--- src/rtl/alu_4bit.sv ---
// 4-bit 74181-style ALU: 16 logic and 16 arithmetic functions, registered result and carry-out.
module alu_4bit (
    input  logic       clk,
    input  logic       rst_n,
    input  logic [3:0] a,
    input  logic [3:0] b,
    input  logic       cin,
    input  logic       m,
    input  logic [3:0] s,
    output logic       cout,
    output logic [3:0] f
);

    localparam int unsigned W     = 4;
    localparam int unsigned SUM_W = W + 1;

    logic [W-1:0]     logic_c;
    logic [W-1:0]     x_c;
    logic [W-1:0]     y_c;
    logic [SUM_W-1:0] sum_c;
    logic [W-1:0]     f_c;
    logic             cout_c;

    // Logic-mode function table
    always_comb begin
        logic_c = '0;
        unique case (s)
            4'b0000: logic_c = ~a;
            4'b0001: logic_c = ~(a | b);
            4'b0010: logic_c = ~a & b;
            4'b0011: logic_c = '0;
            4'b0100: logic_c = ~(a & b);
            4'b0101: logic_c = ~b;
            4'b0110: logic_c = a ^ b;
            4'b0111: logic_c = a & ~b;
            4'b1000: logic_c = ~a | b;
            4'b1001: logic_c = ~(a ^ b);
            4'b1010: logic_c = b;
            4'b1011: logic_c = a & b;
            4'b1100: logic_c = '1;
            4'b1101: logic_c = a | ~b;
            4'b1110: logic_c = a | b;
            4'b1111: logic_c = a;
            default: logic_c = '0;
        endcase
    end

    // Arithmetic-mode addend selection; the sum is X + Y + cin
    always_comb begin
        x_c = '0;
        y_c = '0;
        unique case (s)
            4'b0000: begin x_c = a;          y_c = '0;      end
            4'b0001: begin x_c = a | b;      y_c = '0;      end
            4'b0010: begin x_c = a | ~b;     y_c = '0;      end
            4'b0011: begin x_c = '0;         y_c = '1;      end
            4'b0100: begin x_c = a;          y_c = a & ~b;  end
            4'b0101: begin x_c = a | b;      y_c = a & ~b;  end
            4'b0110: begin x_c = a;          y_c = ~b;      end
            4'b0111: begin x_c = a & ~b;     y_c = '1;      end
            4'b1000: begin x_c = a;          y_c = a & b;   end
            4'b1001: begin x_c = a;          y_c = b;       end
            4'b1010: begin x_c = a | ~b;     y_c = a & b;   end
            4'b1011: begin x_c = a & b;      y_c = '1;      end
            4'b1100: begin x_c = a;          y_c = a;       end
            4'b1101: begin x_c = a | b;      y_c = a;       end
            4'b1110: begin x_c = a | ~b;     y_c = a;       end
            4'b1111: begin x_c = a;          y_c = '1;      end
            default: begin x_c = '0;         y_c = '0;      end
        endcase
    end

    assign sum_c = SUM_W'(x_c) + SUM_W'(y_c) + SUM_W'(cin);

    // Mode mux: logic mode never produces a carry
    always_comb begin
        f_c    = sum_c[W-1:0];
        cout_c = sum_c[W];
        if (m) begin
            f_c    = logic_c;
            cout_c = 1'b0;
        end
    end

    always_ff @(posedge clk or negedge rst_n) begin
        if (!rst_n) begin
            f    <= '0;
            cout <= 1'b0;
        end else begin
            f    <= f_c;
            cout <= cout_c;
        end
    end

endmodule

--- config.mk ---
export PLATFORM = sky130hd
export DESIGN_NAME = alu_4bit
export DESIGN_NICKNAME = d
export VERILOG_FILES = /design/src/rtl/alu_4bit.sv
export SDC_FILE = /design/constraint.sdc
export NUM_CORES = 1
export LEC_CHECK = 0
export CORE_UTILIZATION = 60
export DETAILED_ROUTE_END_ITERATION = 10
export PLACE_DENSITY_LB_ADDON = 0.3
export SYNTH_ARGS = -nofsm -noshare
export SYNTH_HDL_FRONTEND = slang
export SYNTH_SLANG_ARGS = --single-unit
export TNS_END_PERCENT = 20
--- constraint.sdc ---
create_clock -name clk -period 0.85 [get_ports clk]
set_input_delay 0.255 -clock clk [delete_from_list [all_inputs] [get_ports clk]]
set_output_delay 0.255 -clock clk [all_outputs]
set_load 0.01 [all_outputs]
==> implementation parameters, run 1 <==
Parameter                              Value

Die
  Count of standard-cell rows    17
  # IOs    21
  Starting density of the core    0.6526
  Height of the chip    roughly 52 um
  Width of the chip    51.75 um

Logic synthesis
  Synth Area per Inst    7.735 um^2
  Cell area after synthesis    ~1500 um^2
  Leading area contributor after synthesis    sky130_fd_sc_hd__ha_1
  Post-synth EDFFs    0
  Distinct cell type count after synthesis    51
  Sequential share of the synthesized area    0.08425
  Mapped Nets    229
  Synth Flop Type    sky130_fd_sc_hd__dfrtp_1
  Share of the synthesized area in the top cell type    0.1601
  Synth area leaders    sky130_fd_sc_hd__ha_1 (16%), sky130_fd_sc_hd__dfrtp_1 (8.4%), sky130_fd_sc_hd__a21oi_1 (6.4%), sky130_fd_sc_hd__buf_6 (6.1%), sky130_fd_sc_hd__o21ai_0 (4.7%)
  Ys async rst share    1.000
  Number of warnings reported in the yosys synthesis log    0
  FF+latch count, synth    5
  Post-Synthesis Cells    about 190

CTS
  H-Tree Depth    1
  Number of buffers created by CTS    3
  Total of hold buffers inserted after clock tree synthesis    0
  Max clock buf depth    2
  Number of clock sinks seen by CTS    5
  Cell at the root of the clock tree    sky130_fd_sc_hd__clkbuf_4

Placed design
  PortBufs    20
  DPL Wire Length    roughly 3.8 mm
  Final weighted congestion in routability-driven placement    around 1.0

Status
  Outcome    stopped before the end
  Last stage the flow got to    5_1_grt
  Stop err    [ERROR DPL-0038] Utilization greater than 100%, impossible to legalize

Global route
  Maximum number of pins on one net before global-route repair    24
[metrics by stage]
stage / setup slack [ns] / TNS, ns / cells / instance area, um^2 / util
4_1_cts: -1.395 / -7.172 / 296 / 2205 / 0.9687
3_5_place_dp: -2.055 / -11.19 / 281 / 2018 / 0.8868
3_3_place_gp: -2.023 / -10.82 / 281 / 2018 / 0.8868
2_1_floorplan: -1.484 / -6.738 / 192 / 1496 / -
[synth_stat cells, types with 3 or more instances]
| cell | n |
|---|---|
| sky130_fd_sc_hd__dfrtp_1 | 5 |
| sky130_fd_sc_hd__nor3_1 | 5 |
| sky130_fd_sc_hd__a21oi_1 | 19 |
| sky130_fd_sc_hd__inv_1 | 16 |
| sky130_fd_sc_hd__mux2i_1 | 6 |
| sky130_fd_sc_hd__nand4_1 | 4 |
| sky130_fd_sc_hd__a22oi_1 | 4 |
| sky130_fd_sc_hd__o22ai_1 | 3 |
| sky130_fd_sc_hd__buf_6 | 8 |
| sky130_fd_sc_hd__a31oi_1 | 6 |
| sky130_fd_sc_hd__o211ai_1 | 4 |
| sky130_fd_sc_hd__buf_2 | 5 |
| sky130_fd_sc_hd__nand2_1 | 17 |
| sky130_fd_sc_hd__or4_1 | 3 |
| sky130_fd_sc_hd__nor2_1 | 6 |
| sky130_fd_sc_hd__o21ai_0 | 14 |
| sky130_fd_sc_hd__a211oi_1 | 4 |
| sky130_fd_sc_hd__ha_1 | 19 |
[cells by family after synthesis]
family          Yosys count  share of synthesized area
simple gates             48                     0.1803
fa+ha+maj                21                     0.1870
buf+inv                  32                     0.1331
flops                     5                    0.08425
compound gates           78                     0.3631
xor+xnor                  2                    0.01180
mux                       6                    0.04044
[repair_timing]
action,in CTS
pin swaps,19
gates resized for setup,84
endpoints found under the setup margin,10
endpoints found under the hold margin,0
setup buffers,11
==> inputs of run 2 (changes only) <==
--- a/config.mk
+++ b/config.mk
@@ -5,9 +5,9 @@
 export SDC_FILE = /design/constraint.sdc
 export NUM_CORES = 1
 export LEC_CHECK = 0
-export CORE_UTILIZATION = 60
+export CORE_UTILIZATION = 40
 export DETAILED_ROUTE_END_ITERATION = 10
-export PLACE_DENSITY_LB_ADDON = 0.3
+export PLACE_DENSITY_LB_ADDON = 0.15
 export SYNTH_ARGS = -nofsm -noshare
 export SYNTH_HDL_FRONTEND = slang
 export SYNTH_SLANG_ARGS = --single-unit
==> implementation parameters, run 2 <==
Parameter                              Value

Status
  Outcome    complete, but fails checks
  Violated checks    setup timing

STA
  Worst slew slack as a fraction of its limit    0.7996
  Ratio of final minimum period to clock period    2.623
  Setup-violating endpoint count in the final report    10
  Final-layout worst hold slack    between 0.2 and 0.3 ns
  Crit path time final    2.229 ns
  Number of pins with negative max-slew slack in the final report    0
  Number of failing hold endpoints at the final stage    0
  Setup repair after global routing missed its margin    yes
  Fin worst setup slack    -1.379 ns
  Fmax achieved    between 0.4 and 0.5 GHz
  Worst slew pin tran    between 0.2 and 0.3 ns

Finish
  Largest registers ranked by flip-flop count    f: 4 flops, cout: 1 flops
  Number of nets in the final layout    around 320
  Highest-count cells in the layout ignoring fill and taps    sky130_fd_sc_hd__buf_4 (75), sky130_fd_sc_hd__nand2_1 (14), sky130_fd_sc_hd__inv_1 (14), sky130_fd_sc_hd__a21oi_1 (14), sky130_fd_sc_hd__ha_1 (11)
  Most common cell after layout, fill and taps aside    sky130_fd_sc_hd__buf_4
  Number of flip-flops in the largest register    4
  Largest register by flop count    f
  Non-filler cells in the finished layout    between 300 and 400
  Ratio of cells with drive above 1 in the final layout    0.4875
  Area added between synthesis and finish    60.74%
  Antenna fix cells    0
  Share of the core filled with cells in the final layout    0.6936

Logic synthesis
  Share of the synthesized area in the top cell type    0.1601
  Top post-synthesis cells by count    sky130_fd_sc_hd__a21oi_1 (19), sky130_fd_sc_hd__ha_1 (19), sky130_fd_sc_hd__nand2_1 (17), sky130_fd_sc_hd__inv_1 (16), sky130_fd_sc_hd__o21ai_0 (14)
  Synth Area per Inst    around 7.7 um^2
  Post-synth EDFFs    0
  Synth area leaders    sky130_fd_sc_hd__ha_1 (16%), sky130_fd_sc_hd__dfrtp_1 (8.4%), sky130_fd_sc_hd__a21oi_1 (6.4%), sky130_fd_sc_hd__buf_6 (6.1%), sky130_fd_sc_hd__o21ai_0 (4.7%)
  Sequential share of the synthesized area    0.08425
  Leading area contributor after synthesis    sky130_fd_sc_hd__ha_1
  Synth Flop Type    sky130_fd_sc_hd__dfrtp_1
  Ys async rst share    1.000
  Distinct cell type count after synthesis    a little over 50
  Number of warnings reported in the yosys synthesis log    0
  Mapped Nets    around 230
  Cell area after synthesis    ~1500 um^2
  Post-Synthesis Cells    about 190
  FF+latch count, synth    5

Min path
  Path class of the lowest-slack min-delay path    primary input to asynchronous set/reset pin

CTS
  Number of clock sinks seen by CTS    5
  H-Tree Depth    1
  Max clock buf depth    2
  TritonCTS clock tree    built
  Cell at the root of the clock tree    sky130_fd_sc_hd__clkbuf_8
  Number of buffers created by CTS    3
  Total of hold buffers inserted after clock tree synthesis    0
  Clock-pin slew reported for the worst setup and hold paths after clock tree synthesis    approximately 0.04 ns

Power
  Power density cells    a little under 900 nW/um^2
  Static power due to leakage    ~1.1 nW
  Total design power    2.103 mW
  Seq pwr share    0.142
  Sw Ratio    0.3768
  Net Sw Power    792.5 uW
  Int Pwr    1.311 mW
  Gate power share    0.651
  Clock share of power    0.206
  Peak supply drop    0.4547 mV

Global route
  Number of global-route vias before repair    around 1900
  Top Usage Layer GRT    met2
  Number of antenna violations at the first check in global routing    0
  Grt total ovfl    0
  Maximum number of pins on one net before global-route repair    17
  Met2 track demand over resource    0.4812
  GRT Util Overall    0.2751
  Global-route wire length before repair    around 8.7 mm
  GR Util met3    0.04745
  Global routing met1 resource utilization    0.3289

Placed design
  Final weighted congestion in routability-driven placement    between 0.8 and 0.9
  DPL Wire Length    3.945 mm
  Number of cells in the design after placement    313
  PortBufs    20

Detailed routing
  DR pass1 iterations    5
  DRT Wirelength    5.524 mm
  Vias/cell    5.908
  Iter 0 DRT Violations    ~130
  DR vias    between 1500 and 2000
  Post-route antenna net violation count    0
  Wirelength per Cell    approximately 17 um
  Number of DRC violations after detailed routing    0

Worst setup path
  Critical Path AT    around 2.4 ns
  Type of destination of the critical path    flip-flop
  Critical path endpoint    f[1]$_DFF_PN0_
  Source of the critical timing path    a[0]
  Category of the critical setup timing path    primary input to flip-flop
  Critical-path maximum fanout    2
  Startpoint types    primary input
  Data required time of the critical path    0.99 ns

Die
  Area of the placeable core    3442 um^2
  # IOs    21
  Starting density of the core    0.4315
  Full die area    just under 4000 um^2
  Height of the chip    about 63 um
  Count of standard-cell rows    21
  Width of the chip    about 63 um

Flow run
  Maximum Capacitance Violations    0
[run 2: cell families (layout without fill, tap and decap cells)]
| family | count (synthesis) | after routing | share of synthesized area |
|---|---|---|---|
| compound gates | 78 | 78 | 0.3631 |
| simple gates | 48 | 48 | 0.1803 |
| buf+inv | 32 | 121 | 0.1331 |
| fa+ha+maj | 21 | 21 | 0.1870 |
| mux | 6 | 6 | 0.04044 |
| flops | 5 | 5 | 0.08425 |
| xor+xnor | 2 | 2 | 0.01180 |
[run 2: critical path: stages]
cell	delay, ns
sky130_fd_sc_hd__buf_8	0.08
sky130_fd_sc_hd__inv_4	0.03
sky130_fd_sc_hd__ha_4	0.15
sky130_fd_sc_hd__or4_4	0.53
sky130_fd_sc_hd__o311a_4	0.15
sky130_fd_sc_hd__fa_2	0.42
sky130_fd_sc_hd__fa_2	0.41
sky130_fd_sc_hd__a22o_1	0.21
sky130_fd_sc_hd__a31oi_1	0.13
[run 2: per-stage QoR]
| step | setup TNS, ns | setup WS (ns) | instance area, um^2 |
|---|---|---|---|
| global placement | -10.93 | -2.052 | 2146 |
| global route | -7.380 | -1.423 | 2387 |
| finish | -7.074 | -1.379 | 2387 |
| CTS | -7.148 | -1.408 | 2296 |
| detailed placement | -11.12 | -2.090 | 2146 |
| floorplan | -6.738 | -1.484 | 1496 |
[run 2: metal layers]
layer / share of wire / vias to the layer above
li1: - / 897
met1: 0.41 / 905
met2: 0.49 / 99
met3: 0.063 / 31
met4: 0.043 / 0
met5: 0 / -
[run 2: how the worst min path moves through the flow]
| stage | start | endpoint | slack (ns) |
|---|---|---|---|
| 6_report | rst_n | f[1]$_DFF_PN0_ | 0.26 |
| 5_1_grt | rst_n | f[1]$_DFF_PN0_ | 0.27 |
| 4_1_cts | rst_n | f[1]$_DFF_PN0_ | 0.26 |
| 3_5_place_dp | rst_n | f[0]$_DFF_PN0_ | 0.50 |
| 3_3_place_gp | rst_n | f[0]$_DFF_PN0_ | 0.49 |
| 2_1_floorplan | rst_n | cout$_DFF_PN0_ | -0.04 |
[run 2: timing repair]
action | CTS | global route
endpoints found under the setup margin | 10 | 10
pin swaps | 18 | 15
gates resized for setup | 69 | 24
buffers inserted | 7 | 3
[run 2: layout make-up]
class | instances | area (um^2)
flip-flops and latches | 5 | 125.1
repair buffers | 99 | 783.3
multi-input cells | 155 | 1296
well taps | 46 | 57.56
clock buffers | 4 | 45.04
inverters | 18 | 80.08
fillers | 283 | 1055
[run 2: power by group through the flow]
stage               clock network (mW)  registers (mW)  logic (mW)
floorplan                            0           0.333       0.645
global placement                     0           0.304        1.23
detailed placement                   0           0.305        1.25
CTS                              0.442           0.300        1.28
global route                     0.467           0.303        1.47
finish                           0.434           0.299        1.37
Note: power is estimated with default switching activity, not from simulation.
==> inputs of run 3 (changes only) <==
--- a/config.mk
+++ b/config.mk
@@ -5,6 +5,7 @@
 export SDC_FILE = /design/constraint.sdc
 export NUM_CORES = 1
 export LEC_CHECK = 0
+export CORE_MARGIN = 5
 export CORE_UTILIZATION = 40
 export DETAILED_ROUTE_END_ITERATION = 10
 export PLACE_DENSITY_LB_ADDON = 0.15
==> implementation parameters, run 3 (synthesis gave the netlist of run 2 again) <==
Parameter                              Value

Status
  Outcome    complete, but fails checks
  Violated checks    setup timing

STA
  Sum of negative setup slack    -7.143 ns
  Worst slew pin tran    0.3150 ns
  Fmax achieved    approximately 0.45 GHz
  Setup repair after global routing missed its margin    yes
  Ratio of final minimum period to clock period    2.630
  Number of failing hold endpoints at the final stage    0
  Final-layout worst hold slack    about 0.28 ns
  Crit path time final    2.236 ns
  Worst slew slack as a fraction of its limit    0.7886
  Number of pins with negative max-slew slack in the final report    0
  Setup-violating endpoint count in the final report    10
  Fin worst setup slack    -1.386 ns

Die
  # IOs    21
  Starting density of the core    0.4087
  Count of standard-cell rows    22
  Area of the placeable core    between 3000 and 4000 um^2
  Full die area    between 5000 and 6000 um^2
  Height of the chip    a little over 70 um
  Width of the chip    70.94 um

CTS
  Clock-pin slew reported for the worst setup and hold paths after clock tree synthesis    0.04 ns
  Max clock buf depth    2
  H-Tree Depth    1
  Cell at the root of the clock tree    sky130_fd_sc_hd__clkbuf_8
  Total of hold buffers inserted after clock tree synthesis    0
  Number of clock sinks seen by CTS    5
  Number of buffers created by CTS    3
  TritonCTS clock tree    built

Worst setup path
  Category of the critical setup timing path    primary input to flip-flop
  Type of destination of the critical path    flip-flop
  Startpoint types    primary input
  Critical Path AT    between 2 and 2.5 ns
  Critical-path maximum fanout    2
  Data required time of the critical path    0.98 ns

Finish
  Area added between synthesis and finish    55.10%
  Largest registers ranked by flip-flop count    f: 4 flops, cout: 1 flops
  Number of flip-flops in the largest register    4
  Most common cell after layout, fill and taps aside    sky130_fd_sc_hd__buf_4
  Largest register by flop count    f
  Highest-count cells in the layout ignoring fill and taps    sky130_fd_sc_hd__buf_4 (60), sky130_fd_sc_hd__nand2_1 (16), sky130_fd_sc_hd__a21oi_1 (14)
  Antenna fix cells    0
  Number of nets in the final layout    308
  Fill count    around 350
  Ratio of cells with drive above 1 in the final layout    0.4593

Power
  Power density cells    about 930 nW/um^2
  Static power due to leakage    1.038 nW
  Total design power    around 2.1 mW
  Peak supply drop    between 0.4 and 0.5 mV

Detailed routing
  DR pass1 iterations    4
  DRT Wirelength    about 5.4 mm
  Number of DRC violations after detailed routing    0
  Post-route antenna net violation count    0
  Iter 0 DRT Violations    110
  Vias/cell    5.836
  Wirelength per Cell    between 15 and 20 um
  DR vias    approximately 1900

Min path
  Path class of the lowest-slack min-delay path    primary input to asynchronous set/reset pin

Global route
  Number of global-route vias before repair    1894
  Global-route wire length before repair    roughly 8.8 mm
  GRT Util Overall    0.2135
  Number of antenna violations at the first check in global routing    0
  Maximum number of pins on one net before global-route repair    15
  Grt total ovfl    0

Flow run
  Maximum Capacitance Violations    0

Placed design
  DPL Wire Length    just over 4 mm
  Final weighted congestion in routability-driven placement    approximately 0.95
  PortBufs    20
==> run 3: routing by layer <==
layer / part of all wire / GRT usage
met3: 0.061 / 0.02131
met4: 0.017 / 0.06681
met1: 0.40 / 0.2630
met2: 0.52 / 0.3872
met5: 0 / 0
==> run 3: final timing paths <==
kind / cells past startpoint / slack, ns / to / start
setup / recovery: 9 / -1.39 / f[1]$_DFF_PN0_ / a[0]
hold / removal: 1 / 0.28 / f[1]$_DFF_PN0_ / rst_n
max in group asynchronous: 1 / 0.36 / f[2]$_DFF_PN0_ / rst_n
min in group clk: 4 / 0.48 / f[1]$_DFF_PN0_ / a[1]
==> run 3: repair_timing <==
| item | CTS | global route |
|---|---|---|
| resized for setup | 72 | 27 |
| hold endpoints to repair | 0 | 0 |
| pin swaps | 14 | 9 |
| setup buffers | 3 | 1 |
| endpoints found under the setup margin | 10 | 10 |
==> run 3: metrics by stage <==
stage	setup WS [ns]	std cells	utilization	instance area (um^2)
after floorplan	-1.484	192	-	1496
after global placement	-2.044	310	0.5809	2111
after detailed placement	-2.081	310	0.5809	2111
after CTS	-1.410	317	0.6181	2246
after global routing	-1.428	318	0.6340	2303
final	-1.386	318	0.6340	2303
==> run 3: critical path: stages <==
cell                      delay [ns]
sky130_fd_sc_hd__buf_8          0.08
sky130_fd_sc_hd__inv_4          0.03
sky130_fd_sc_hd__ha_4           0.15
sky130_fd_sc_hd__or4_4          0.52
sky130_fd_sc_hd__o311a_4        0.14
sky130_fd_sc_hd__fa_2           0.42
sky130_fd_sc_hd__fa_2           0.41
sky130_fd_sc_hd__a22o_1         0.21
sky130_fd_sc_hd__a31oi_1        0.16
==> run 3: area by class of cell <==
cell class              instances  area [um^2]  share of cell area
clock buffers                   4        45.04             0.01955
inverters                      18        80.08             0.03476
repair buffers                 88        689.4              0.2993
flip-flops and latches          5        125.1             0.05432
well taps                      48        60.06             0.02607
multi-input cells             155         1304              0.5660
==> run 3: power breakdown <==
group          leakage, nW  internal, mW  switching (mW)
combinational        0.957         0.701           0.689
sequential          0.0583         0.289          0.0130
clock               0.0228         0.323           0.130
